**src/rtl/rvl_arb_pkg.sv**
```systemverilog
// Shared types and helpers for the Reveal user-register port arbiter.
// RVL_ARB_FIXED_PRIO_EN selects fixed priority in rvl_rr_arbiter.
package rvl_arb_pkg;

  typedef enum logic [1:0] {
    IDLE    = 2'd0,
    ISSUE   = 2'd1,
    WAIT_RD = 2'd2
  } state_t;

  localparam int LAT_W = 3;

  function automatic int clog2(input int n);
    int r;
    r = 0;
    for (int v = n - 1; v > 0; v = v >> 1) r++;
    return r;
  endfunction

endpackage

```
**src/rtl/rvl_rr_arbiter.sv**
```systemverilog
// Combinational requester arbiter: round-robin after rr_ptr, or lowest index
// when RVL_ARB_FIXED_PRIO_EN is defined (rr_ptr then ignored).
module rvl_rr_arbiter
  import rvl_arb_pkg::*;
#(
  parameter int NUM_REQ = 2,
  parameter int ID_W    = clog2(NUM_REQ)
) (
  input  logic [NUM_REQ-1:0] req,
  input  logic [ID_W-1:0]    rr_ptr,
  output logic [NUM_REQ-1:0] grant,
  output logic [ID_W-1:0]    grant_idx
);

  logic [ID_W-1:0] idx_chain [NUM_REQ+1];

`ifdef RVL_ARB_FIXED_PRIO_EN
  logic unused_ptr;
  assign unused_ptr = ^rr_ptr;
  assign grant      = req & (~req + NUM_REQ'(1));
`else
  logic [NUM_REQ-1:0] upper_mask;
  logic [NUM_REQ-1:0] upper_req;

  for (genvar gi = 0; gi < NUM_REQ; gi++) begin : g_mask
    assign upper_mask[gi] = (ID_W'(gi) > rr_ptr);
  end

  // Requests above the pointer take precedence; otherwise wrap to the lowest set bit.
  assign upper_req = req & upper_mask;
  assign grant = (|upper_req) ? (upper_req & (~upper_req + NUM_REQ'(1)))
                              : (req & (~req + NUM_REQ'(1)));
`endif

  assign idx_chain[0] = '0;
  for (genvar gi = 0; gi < NUM_REQ; gi++) begin : g_enc
    assign idx_chain[gi+1] = idx_chain[gi] | (grant[gi] ? ID_W'(gi) : '0);
  end
  assign grant_idx = idx_chain[NUM_REQ];

endmodule

```
**src/rtl/rvl_reg_intf_arbiter.sv**
```systemverilog
// Shares the Reveal Controller user register port between NUM_REQ requesters,
// one transaction at a time. RVL_ARB_FIXED_PRIO_EN selects fixed priority.
module rvl_reg_intf_arbiter
  import rvl_arb_pkg::*;
#(
  parameter int NUM_REQ    = 2,
  parameter int ADDR_WIDTH = 16,
  parameter int DATA_WIDTH = 16,
  parameter int RD_LATENCY = 1
) (
  input  logic                             sys_clk,
  input  logic                             rstn,
  input  logic [NUM_REQ-1:0]               req_valid,
  output logic [NUM_REQ-1:0]               req_ready,
  input  logic [NUM_REQ-1:0]               req_we,
  input  logic [NUM_REQ*ADDR_WIDTH-1:0]    req_addr,
  input  logic [NUM_REQ*DATA_WIDTH-1:0]    req_wdata,
  output logic [NUM_REQ-1:0]               rsp_valid,
  output logic [DATA_WIDTH-1:0]            rsp_rdata,
  output logic                             usr_ce,
  output logic                             usr_we,
  output logic [ADDR_WIDTH-1:0]            usr_addr,
  output logic [DATA_WIDTH-1:0]            usr_wdata,
  input  logic [DATA_WIDTH-1:0]            usr_rdata,
  output logic                             busy
);

  localparam int ID_W = clog2(NUM_REQ);

  state_t              state_reg;
  logic [ID_W-1:0]     owner_reg;
  logic [LAT_W-1:0]    lat_cnt_reg;
  logic [ID_W-1:0]     rr_ptr;
  logic [NUM_REQ-1:0]  grant;
  logic [ID_W-1:0]     grant_idx;
  logic [NUM_REQ-1:0]  owner_onehot;

  logic [ADDR_WIDTH-1:0] addr_arr  [NUM_REQ];
  logic [DATA_WIDTH-1:0] wdata_arr [NUM_REQ];

  for (genvar gi = 0; gi < NUM_REQ; gi++) begin : g_unpack
    assign addr_arr[gi]  = req_addr[gi*ADDR_WIDTH +: ADDR_WIDTH];
    assign wdata_arr[gi] = req_wdata[gi*DATA_WIDTH +: DATA_WIDTH];
  end

  rvl_rr_arbiter #(
    .NUM_REQ (NUM_REQ),
    .ID_W    (ID_W)
  ) u_arb (
    .req       (req_valid),
    .rr_ptr    (rr_ptr),
    .grant     (grant),
    .grant_idx (grant_idx)
  );

`ifdef RVL_ARB_FIXED_PRIO_EN
  assign rr_ptr = '0;
`else
  logic [ID_W-1:0] rr_ptr_reg;

  // Reset to the last index so requester 0 is first in line.
  always_ff @(posedge sys_clk or negedge rstn) begin
    if (!rstn)
      rr_ptr_reg <= ID_W'(NUM_REQ - 1);
    else if (state_reg == IDLE && |req_valid)
      rr_ptr_reg <= grant_idx;
  end
  assign rr_ptr = rr_ptr_reg;
`endif

  // Ready is combinational; gating with rstn keeps it low while reset is held.
  assign req_ready    = (state_reg == IDLE && rstn) ? grant : '0;
  assign busy         = (state_reg != IDLE);
  assign owner_onehot = NUM_REQ'(1) << owner_reg;

  always_ff @(posedge sys_clk or negedge rstn) begin
    if (!rstn) begin
      state_reg   <= IDLE;
      owner_reg   <= '0;
      lat_cnt_reg <= '0;
      usr_ce      <= 1'b0;
      usr_we      <= 1'b0;
      usr_addr    <= '0;
      usr_wdata   <= '0;
      rsp_valid   <= '0;
      rsp_rdata   <= '0;
    end else begin
      rsp_valid <= '0;
      case (state_reg)
        IDLE: begin
          if (|req_valid) begin
            owner_reg <= grant_idx;
            usr_ce    <= 1'b1;
            usr_we    <= req_we[grant_idx];
            usr_addr  <= addr_arr[grant_idx];
            usr_wdata <= wdata_arr[grant_idx];
            state_reg <= ISSUE;
          end
        end
        ISSUE: begin
          // usr_addr is left alone so the register port sees a stable address.
          usr_ce    <= 1'b0;
          usr_we    <= 1'b0;
          usr_wdata <= '0;
          if (usr_we) begin
            rsp_valid <= owner_onehot;
            rsp_rdata <= '0;
            state_reg <= IDLE;
          end else begin
            lat_cnt_reg <= LAT_W'(RD_LATENCY - 1);
            state_reg   <= WAIT_RD;
          end
        end
        WAIT_RD: begin
          if (lat_cnt_reg == '0) begin
            rsp_rdata <= usr_rdata;
            rsp_valid <= owner_onehot;
            state_reg <= IDLE;
          end else begin
            lat_cnt_reg <= lat_cnt_reg - LAT_W'(1);
          end
        end
        default: state_reg <= IDLE;
      endcase
    end
  end

endmodule

```
**config.mk**
```make
export PLATFORM = sky130hd
export DESIGN_NAME = rvl_reg_intf_arbiter
export DESIGN_NICKNAME = d
export VERILOG_FILES = /design/src/rtl/rvl_arb_pkg.sv /design/src/rtl/rvl_rr_arbiter.sv /design/src/rtl/rvl_reg_intf_arbiter.sv
export SDC_FILE = /design/constraint.sdc
export NUM_CORES = 1
export LEC_CHECK = 0
export BUFFER_PORTS_ARGS = -buffer_cell sky130_fd_sc_hd__clkbuf_2
export CAP_MARGIN = 40
export CORE_MARGIN = 2
export CORE_UTILIZATION = 37
export CTS_BUF_LIST = sky130_fd_sc_hd__clkbuf_16
export CTS_CLUSTER_DIAMETER = 200
export CTS_CLUSTER_SIZE = 10
export DETAILED_ROUTE_END_ITERATION = 6
export PLACE_DENSITY_LB_ADDON = 0.3
export SLEW_MARGIN = 20
export SYNTH_ARGS = -nofsm -noshare
export SYNTH_HDL_FRONTEND = slang
export SYNTH_HIERARCHICAL = 1
export SYNTH_SLANG_ARGS = --single-unit
```
**constraint.sdc**
```tcl
create_clock -name sys_clk -period 2.7 [get_ports sys_clk]
set_input_delay 0.54 -clock sys_clk [delete_from_list [all_inputs] [get_ports sys_clk]]
set_output_delay 0.54 -clock sys_clk [all_outputs]
set_load 0.005 [all_outputs]
```
==> impl_metrics.tcl, run 1 <==
set metrics [dict create \
    num_vias 2296 \
    worstPathCellList "inv_1, ha_1, and3_2, clkbuf_2" \
    synth_top_area_cell "dfrtp_1" \
    clkSinkCount 59 \
    slowest_stage "dfrtp_1" \
    critPathTopFamily "flip-flops" \
    std_cell_rows 32 \
    grt_pass1_vias 2239 \
    syn_inst 254 \
    die_h_um 93.01 \
    grt_pass1_wl_mm 10.41 \
    status "completed" \
    grt_usage 0.1534 \
    fin_nets 485 \
    vdd_drop_max_uv 482.1 \
    via_per_inst 4.601 \
    r2r_start "state_reg[1]" \
    portBuffers 140 \
    fill_cells 725 \
    reg2reg_to "rsp_rdata[1]" \
    cap_viol_max_count 0 \
    cp_slowest_stage_delay_ns 0.37 \
    postCtsHoldBufs 0 \
    cts_resized 0 \
    synthArstFlopShare 1.000 \
    yosysMostFrequentCell "dfrtp_1" \
    critPathMaxFanout 7 \
    finClkSkew_ns 0.006234 \
    rsz0062_at_grt "false" \
    synth_common_cells "dfrtp_1, mux2i_1, nand2_1" \
    min_period_ns 2.019 \
    wl_per_cell_um 12.70 \
    clk_pin_slew_ns 0.05 \
    finalSetupTns_ns 0 \
    fin_crit_sh 0.7477 \
    worstPathRequired_ns 2.16 \
    final_cell_area_mm2 0.003954 \
    antenna_found_initial 0 \
    finalHoldViolCount 0 \
    synthTopCellsByArea "dfrtp_1, mux2i_1, nand2_1" \
    clk_latency_ns 0.31 \
    tightest_slew_ns 0.7920 \
    p_total_mw 4.160 \
    ys_seq_area_frac 0.5041 \
    synthDominantCellAreaShare 0.4951 \
    synth_ff_type "dfrtp_1" \
    power.density_mw_per_mm2 1052 \
    grt_overflow 0 \
    gp_congestion 0.7025 \
    numCtsBuffers 9 \
    r2r_cells 5 \
    reg_top3 "rsp_rdata (16), usr_addr (16), usr_wdata (16)" \
    core_area_mm2 0.007687 \
    relSlewSlack 0.4720 \
    worstHoldPathType "input pin to async pin" \
    syn-mean-instance-area_um2 11.54 \
    critPathArrivalTime_ns 1.48 \
    die_w_um 93.01 \
    drive_above_1_share 0.4408 \
    endpoint_kind "output pin" \
    drtPass1Iterations 4 \
    place_hpwl_mm 4.831 \
    insertedDiodeCount 0 \
    cts_buffer_depth 2 \
    start_util 0.3813 \
    grt_max_degree 37 \
    fmax_ghz 0.4953 \
    reg2reg_slack_ns 0.80 \
    leakage_nw 2.074 \
    routed_wl_mm 6.336 \
    cp_num_buf_inv 2 \
    drc_errors 0 \
    yosysUniqueCellTypes 30 \
    io_pins 141 \
    h-tree-depth 3 \
    postCtsSetupBuffers 0 \
    synthesis.area_mm2 0.002932 \
    final-setup-viol-count 0 \
    ys_ff_latch 59 \
    synth_fp_nets 345 \
    setup.worst_path.start_class "register" \
    drt_iter0_drc 44 \
    worst-setup-path-type "register to output pin" \
    yosysWarnings 6 \
    dieArea_mm2 0.008651 \
    area_growth_pct 34.87 \
    synth_edf_count 0 \
    ant_nets 0 \
    root_buffer "clkbuf_16" \
    final_max_slew_viol_count 0 \
    place_area_mm2 0.003682 \
    cts_tree "built" \
]
-- worst max path at each step --
stage / cells past startpoint / slack (ns) / to / start
after detailed placement: 5 / 0.77 / rsp_rdata[0] / state_reg[1]
after global routing: 4 / 0.56 / req_ready[1] / state_reg[0]
after CTS: 4 / 0.66 / req_ready[1] / state_reg[0]
after global placement: 5 / 0.85 / rsp_rdata[5] / state_reg[1]
final: 4 / 0.68 / req_ready[1] / state_reg[1]
after floorplan: 5 / 1.06 / usr_wdata[10] / req_valid[1]
-- per-stage QoR --
| stage | util | setup WS [ns] | std cells | hold slack, ns |
|---|---|---|---|---|
| floorplan | - | 1.062 | 254 | 0.2444 |
| global placement | 0.4790 | 0.8487 | 485 | 0.4382 |
| detailed placement | 0.4790 | 0.7662 | 485 | 0.4401 |
| CTS | 0.5143 | 0.6564 | 499 | 0.1017 |
| global route | 0.5143 | 0.5627 | 499 | 0.1087 |
| finish | 0.5143 | 0.6812 | 499 | 0.1021 |
-- report_power, final --
part / leakage, nW / internal, mW / switching [mW]
Clock: 0.134 / 0.689 / 0.347
Sequential: 0.767 / 1.28 / 0.224
Combinational: 1.17 / 0.751 / 0.872
Total: 2.07 / 2.72 / 1.44
-- metal layers --
metal / part of all wire / up-vias / global-route usage
met1: 0.41 / 1073 / 0.1808
li1: - / 1149 / -
met2: 0.52 / 66 / 0.2693
met3: 0.057 / 8 / 0.04754
met4: 0.0093 / 0 / 0.04412
met5: 0 / - / 0
-- cell usage in the layout (no fill, tap or decap), drive strengths merged --
cell / n
clkbuf: 149
dfrtp: 58
mux2i: 54
nand2: 41
inv: 22
o21ai: 20
o2bb2ai: 18
buf: 6
ha: 5
clkinv: 4
a21boi: 4
nand2b: 3
and3: 3
nand3b: 1
and3b: 1
a21oi: 1
o211ai: 1
or3b: 1
or2: 1
nor4bb: 1
a21o: 1
bufinv: 1
dfstp: 1
-- logic make-up (layout without fill, tap and decap cells) --
group,count (synthesis),in the layout,share of synthesized area
flops,59,59,0.5041
buf+inv,39,182,0.07383
simple gates,52,52,0.08110
compound gates,45,45,0.1353
mux,54,54,0.1844
fa+ha+maj,5,5,0.02134
-- area by class of cell --
type,count,area [um^2],area share
Clock buffer,9,225.2,0.05696
Clock inverter,5,46.29,0.01171
Inverter,22,82.58,0.02089
Multi-Input combinational cell,156,1249,0.3158
Sequential cell,59,1478,0.3737
Tap cell,102,127.6,0.03228
Timing Repair Buffer,146,745.7,0.1886
(Power assumes the default switching activity.)
==> run 2, diff against run 1 <==
==> constraint.sdc (replaced) <==
create_clock -name sys_clk -period 2.01 [get_ports sys_clk]
set_input_delay 0.402 -clock sys_clk [delete_from_list [all_inputs] [get_ports sys_clk]]
set_output_delay 0.402 -clock sys_clk [all_outputs]
set_load 0.005 [all_outputs]
==> impl_metrics.tcl, run 2 (same netlist as run 1, synthesis figures left out) <==
set metrics [dict create \
    status "completed" \
    area_growth_pct 37.17 \
    p_switching_mw 1.973 \
    switching_share 0.3398 \
    die_h_um 93.01 \
    ant_nets 0 \
    finalHoldViolCount 0 \
    die_w_um 93.01 \
    postCtsSetupBuffers 0 \
    start_util 0.3813 \
    fmax_ghz 0.5296 \
    io_pins 141 \
    grt_overflow 0 \
    gp_congestion 0.7215 \
    seq_power_share 0.346 \
    fin_crit_sh 0.9395 \
    critPathMaxFanout 7 \
    grt_pass1_vias 2218 \
    endpoint_kind "output pin" \
    worstHoldPathType "input pin to async pin" \
    min_period_ns 1.888 \
    worstPathRequired_ns 1.61 \
    p_comb_frac 0.387 \
    fin_cells 501 \
    clk_pin_slew_ns 0.05 \
    relSlewSlack 0.4651 \
    wl_per_cell_um 12.58 \
    layout_common_cells "clkbuf_2, dfrtp_1, mux2i_1" \
    drive_above_1_share 0.4486 \
    grt_pass1_wl_mm 10.21 \
    finalSetupTns_ns 0 \
    finClkSkew_ns 0.003897 \
    grt_max_degree 37 \
    slowest_stage "dfrtp_1" \
    cp_slowest_stage_delay_ns 0.38 \
    routed_wl_mm 6.303 \
    via_per_inst 4.575 \
    cts_buffer_depth 2 \
    core_area_mm2 0.007687 \
    setup.worst_path.start_class "register" \
    drtPass1Iterations 3 \
    num_vias 2292 \
    leakage_nw 2.102 \
    clkSinkCount 59 \
    rsz0062_at_grt "false" \
    h-tree-depth 3 \
    reg_top3 "rsp_rdata (16), usr_addr (16), usr_wdata (16)" \
    postCtsHoldBufs 0 \
    portBuffers 140 \
    antenna_found_initial 0 \
    cts_resized 0 \
    fin_nets 486 \
    tightest_slew_ns 0.8023 \
    clkPwrFrac 0.267 \
    power.density_mw_per_mm2 1443 \
    insertedDiodeCount 0 \
    dieArea_mm2 0.008651 \
    dp_cells 485 \
    worst-setup-path-type "register to output pin" \
    numCtsBuffers 9 \
    final_max_slew_viol_count 0 \
    std_cell_rows 32 \
    root_buffer "clkbuf_16" \
    final_common_cell "clkbuf_2" \
    critPathArrivalTime_ns 1.49 \
    clk_latency_ns 0.31 \
    drt_iter0_drc 75 \
    place_hpwl_mm 4.817 \
    cts_tree "built" \
    grt_usage 0.1503 \
    worstPathCellList "inv_1, ha_1, and3_2, clkbuf_2" \
    vdd_drop_max_uv 627.9 \
    final-setup-viol-count 0 \
    cap_viol_max_count 0 \
    p_int_mw 3.832 \
    drc_errors 0 \
]
## run 2: metal layers
metal / part of all wire / global-route usage / vias up
met5: 0 / 0 / -
met2: 0.53 / 0.2657 / 58
li1: - / - / 1147
met1: 0.41 / 0.1782 / 1078
met4: 0.012 / 0.05882 / 0
met3: 0.047 / 0.03223 / 9
## run 2: area by class of cell
type | count | area, um^2
fill | 733 | 3666
clock inverter | 6 | 81.33
timing repair buffer | 147 | 778.2
sequential | 59 | 1478
multi-input combinational | 156 | 1249
inverter | 22 | 82.58
tap | 102 | 127.6
clock buffer | 9 | 225.2
## run 2: power groups by stage
stage / clock (mW) / sequential [mW] / combinational, mW
floorplan: 0 / 2.03 / 1.50
global placement: 0 / 2.01 / 2.18
detailed placement: 0 / 2.02 / 2.25
CTS: 1.59 / 2.02 / 2.26
global route: 1.65 / 2.08 / 2.52
finish: 1.55 / 2.01 / 2.24
## run 2: through the flow
| stage | hold WS (ns) | power [mW] | cell area (um^2) | worst slack [ns] | utilization |
|---|---|---|---|---|---|
| floorplan | 0.1064 | 3.531 | 2932 | 0.4561 | - |
| CTS | 0.1390 | 5.867 | 4001 | 0.03549 | 0.5205 |
| global placement | 0.4656 | 4.195 | 3695 | 0.1777 | 0.4806 |
| global route | 0.1788 | 6.254 | 4021 | 0.04571 | 0.5231 |
| finish | 0.1320 | 5.805 | 4021 | 0.1216 | 0.5231 |
| detailed placement | 0.4698 | 4.278 | 3695 | 0.04809 | 0.4806 |
## run 2: critical path, delay by kind of cell, from the launching register on
kind                     cells  cell delay, ns
AND/OR/NAND/NOR              1            0.23
flip-flops                   1            0.38
buffers and inverters        2            0.22
adder cells (fa/ha/maj)      1            0.34
## run 2: final timing paths
path,from,endpoint,slack [ns],depth (start not counted)
min in group sys_clk,usr_rdata[5],rsp_rdata[5],0.32,3
setup reg to reg,state_reg[1],usr_wdata[5],0.21,4
hold / removal,rstn,state_reg[1],0.13,2
hold reg to reg,usr_addr[11],usr_addr[11],0.48,2
max in group asynchronous,rstn,usr_wdata[15],1.56,2
setup / recovery,state_reg[1],req_ready[1],0.12,4
==> run 3, diff against run 2 <==
--- a/config.mk
+++ b/config.mk
@@ -8,7 +8,7 @@
 export BUFFER_PORTS_ARGS = -buffer_cell sky130_fd_sc_hd__clkbuf_2
 export CAP_MARGIN = 40
 export CORE_MARGIN = 2
-export CORE_UTILIZATION = 37
+export CORE_UTILIZATION = 45
 export CTS_BUF_LIST = sky130_fd_sc_hd__clkbuf_16
 export CTS_CLUSTER_DIAMETER = 200
 export CTS_CLUSTER_SIZE = 10
==> impl_metrics.tcl, run 3 (same netlist as run 1, synthesis figures left out) <==
set metrics [dict create \
    postCtsHoldBufs 1 \
    cts_buffer_depth 2 \
    drtPass1Iterations 4 \
    io_pins 141 \
    cap_viol_max_count 0 \
    clkPwrFrac 0.252 \
    p_comb_frac 0.393 \
    clk_latency_ns 0.32 \
    crit_start "state_reg[0]" \
    grt_pass1_wl_mm 10.37 \
    numCtsBuffers 9 \
    cts_resized 0 \
    grt.busiest_layer "met2" \
    met1_usage 0.2138 \
    grt_max_degree 58 \
    routed_wl_mm 6.287 \
    drt_iter0_drc 90 \
    min_period_ns 1.863 \
    portBuffers 140 \
    area_growth_pct 34.74 \
    place_area_mm2 0.003656 \
    gr-usage-met3 0.03835 \
    power.density_mw_per_mm2 1437 \
    grt_pass1_vias 2296 \
    switching_share 0.3520 \
    final_common_cell "clkbuf_2" \
    insertedDiodeCount 0 \
    finalSetupTns_ns 0 \
    final_max_slew_viol_count 0 \
    fin_cells 476 \
    grt_overflow 0 \
    h-tree-depth 3 \
    rsz0062_at_grt "false" \
    finalWorstSetupSlack_ns 0.1467 \
    final_cell_area_mm2 0.003950 \
    place_hpwl_mm 4.656 \
    start_util 0.4643 \
    use_met2 0.3128 \
    endpoint_kind "output pin" \
    via_per_inst 4.794 \
    layout_common_cells "clkbuf_2, dfrtp_1, mux2i_1" \
    r2r_start "state_reg[0]" \
    finClkSkew_ns 0.008577 \
    final-setup-viol-count 0 \
    worstHoldPathType "input pin to register" \
    ant_nets 0 \
    reg2reg_slack_ns 0.15 \
    leakage_nw 2.082 \
    grt_usage 0.1807 \
    fin_crit_sh 0.9270 \
    wl_per_cell_um 13.21 \
    worstPathRequired_ns 1.61 \
    fin_util 0.6256 \
    core_area_mm2 0.006314 \
    reg_top3 "rsp_rdata (16), usr_addr (16), usr_wdata (16)" \
    endpoint "req_ready[0]" \
    worst-setup-path-type "register to output pin" \
    finalHoldViolCount 0 \
    clkSinkCount 59 \
    dp_cells 459 \
    tightest_slew_ns 0.7977 \
    p_total_mw 5.677 \
    std_cell_rows 29 \
    fin_nets 485 \
    setup.worst_path.start_class "register" \
    critPathArrivalTime_ns 1.46 \
    gp_congestion 0.7482 \
    root_buffer "clkbuf_16" \
    die_h_um 84.71 \
    p_int_mw 3.679 \
    r2r_cells 5 \
    post-place-ws_ns 0.1464 \
    drc_errors 0 \
    whs_ns 0.3126 \
    dieArea_mm2 0.007176 \
    die_w_um 84.71 \
    postCtsSetupBuffers 0 \
    seq_power_share 0.355 \
    critPathMaxFanout 7 \
    num_vias 2282 \
    vdd_drop_max_uv 780.0 \
    drive_above_1_share 0.4411 \
    p_switching_mw 1.998 \
    status "completed" \
    reg2reg_to "rsp_rdata[13]" \
    antenna_found_initial 0 \
    relSlewSlack 0.4682 \
    clk_pin_slew_ns 0.05 \
    cts_tree "built" \
    fmax_ghz 0.5367 \
]
run 3: power groups by stage:
stage	registers [mW]	logic, mW	clock network [mW]
2_1_floorplan	2.03	1.50	0
3_3_place_gp	2.01	2.18	0
3_5_place_dp	2.03	2.27	0
4_1_cts	2.02	2.28	1.47
5_1_grt	2.09	2.50	1.52
6_report	2.01	2.23	1.43
run 3: worst min path at each step:
stage                             from              to  cells after the start
after floorplan                   rstn  lat_cnt_reg[0]                      0
after global placement            rstn          usr_we                      1
after detailed placement          rstn          usr_we                      1
after CTS                 usr_rdata[4]    rsp_rdata[4]                      3
after global routing      usr_rdata[4]    rsp_rdata[4]                      3
final                     usr_rdata[6]    rsp_rdata[6]                      3
run 3: layout make-up:
type,count,area (um^2)
Fill cell,542,2364
Sequential cell,59,1478
Multi-Input combinational cell,156,1249
Timing Repair Buffer,146,760.7
Clock buffer,9,225.2
Tap cell,77,96.34
Inverter,22,82.58
Clock inverter,7,58.81
run 3: routing by layer:
layer  up-vias  routed length, um
li1       1147                  -
met5         -                  0
met4         0                124
met3        12                341
met2        80               3184
met1      1043               2638
run 3: critical path, cell delays in order, from the launching register on:
cell      delay [ns]
dfrtp_1         0.37
inv_1           0.10
ha_1            0.33
and3_2          0.24
clkbuf_2        0.11
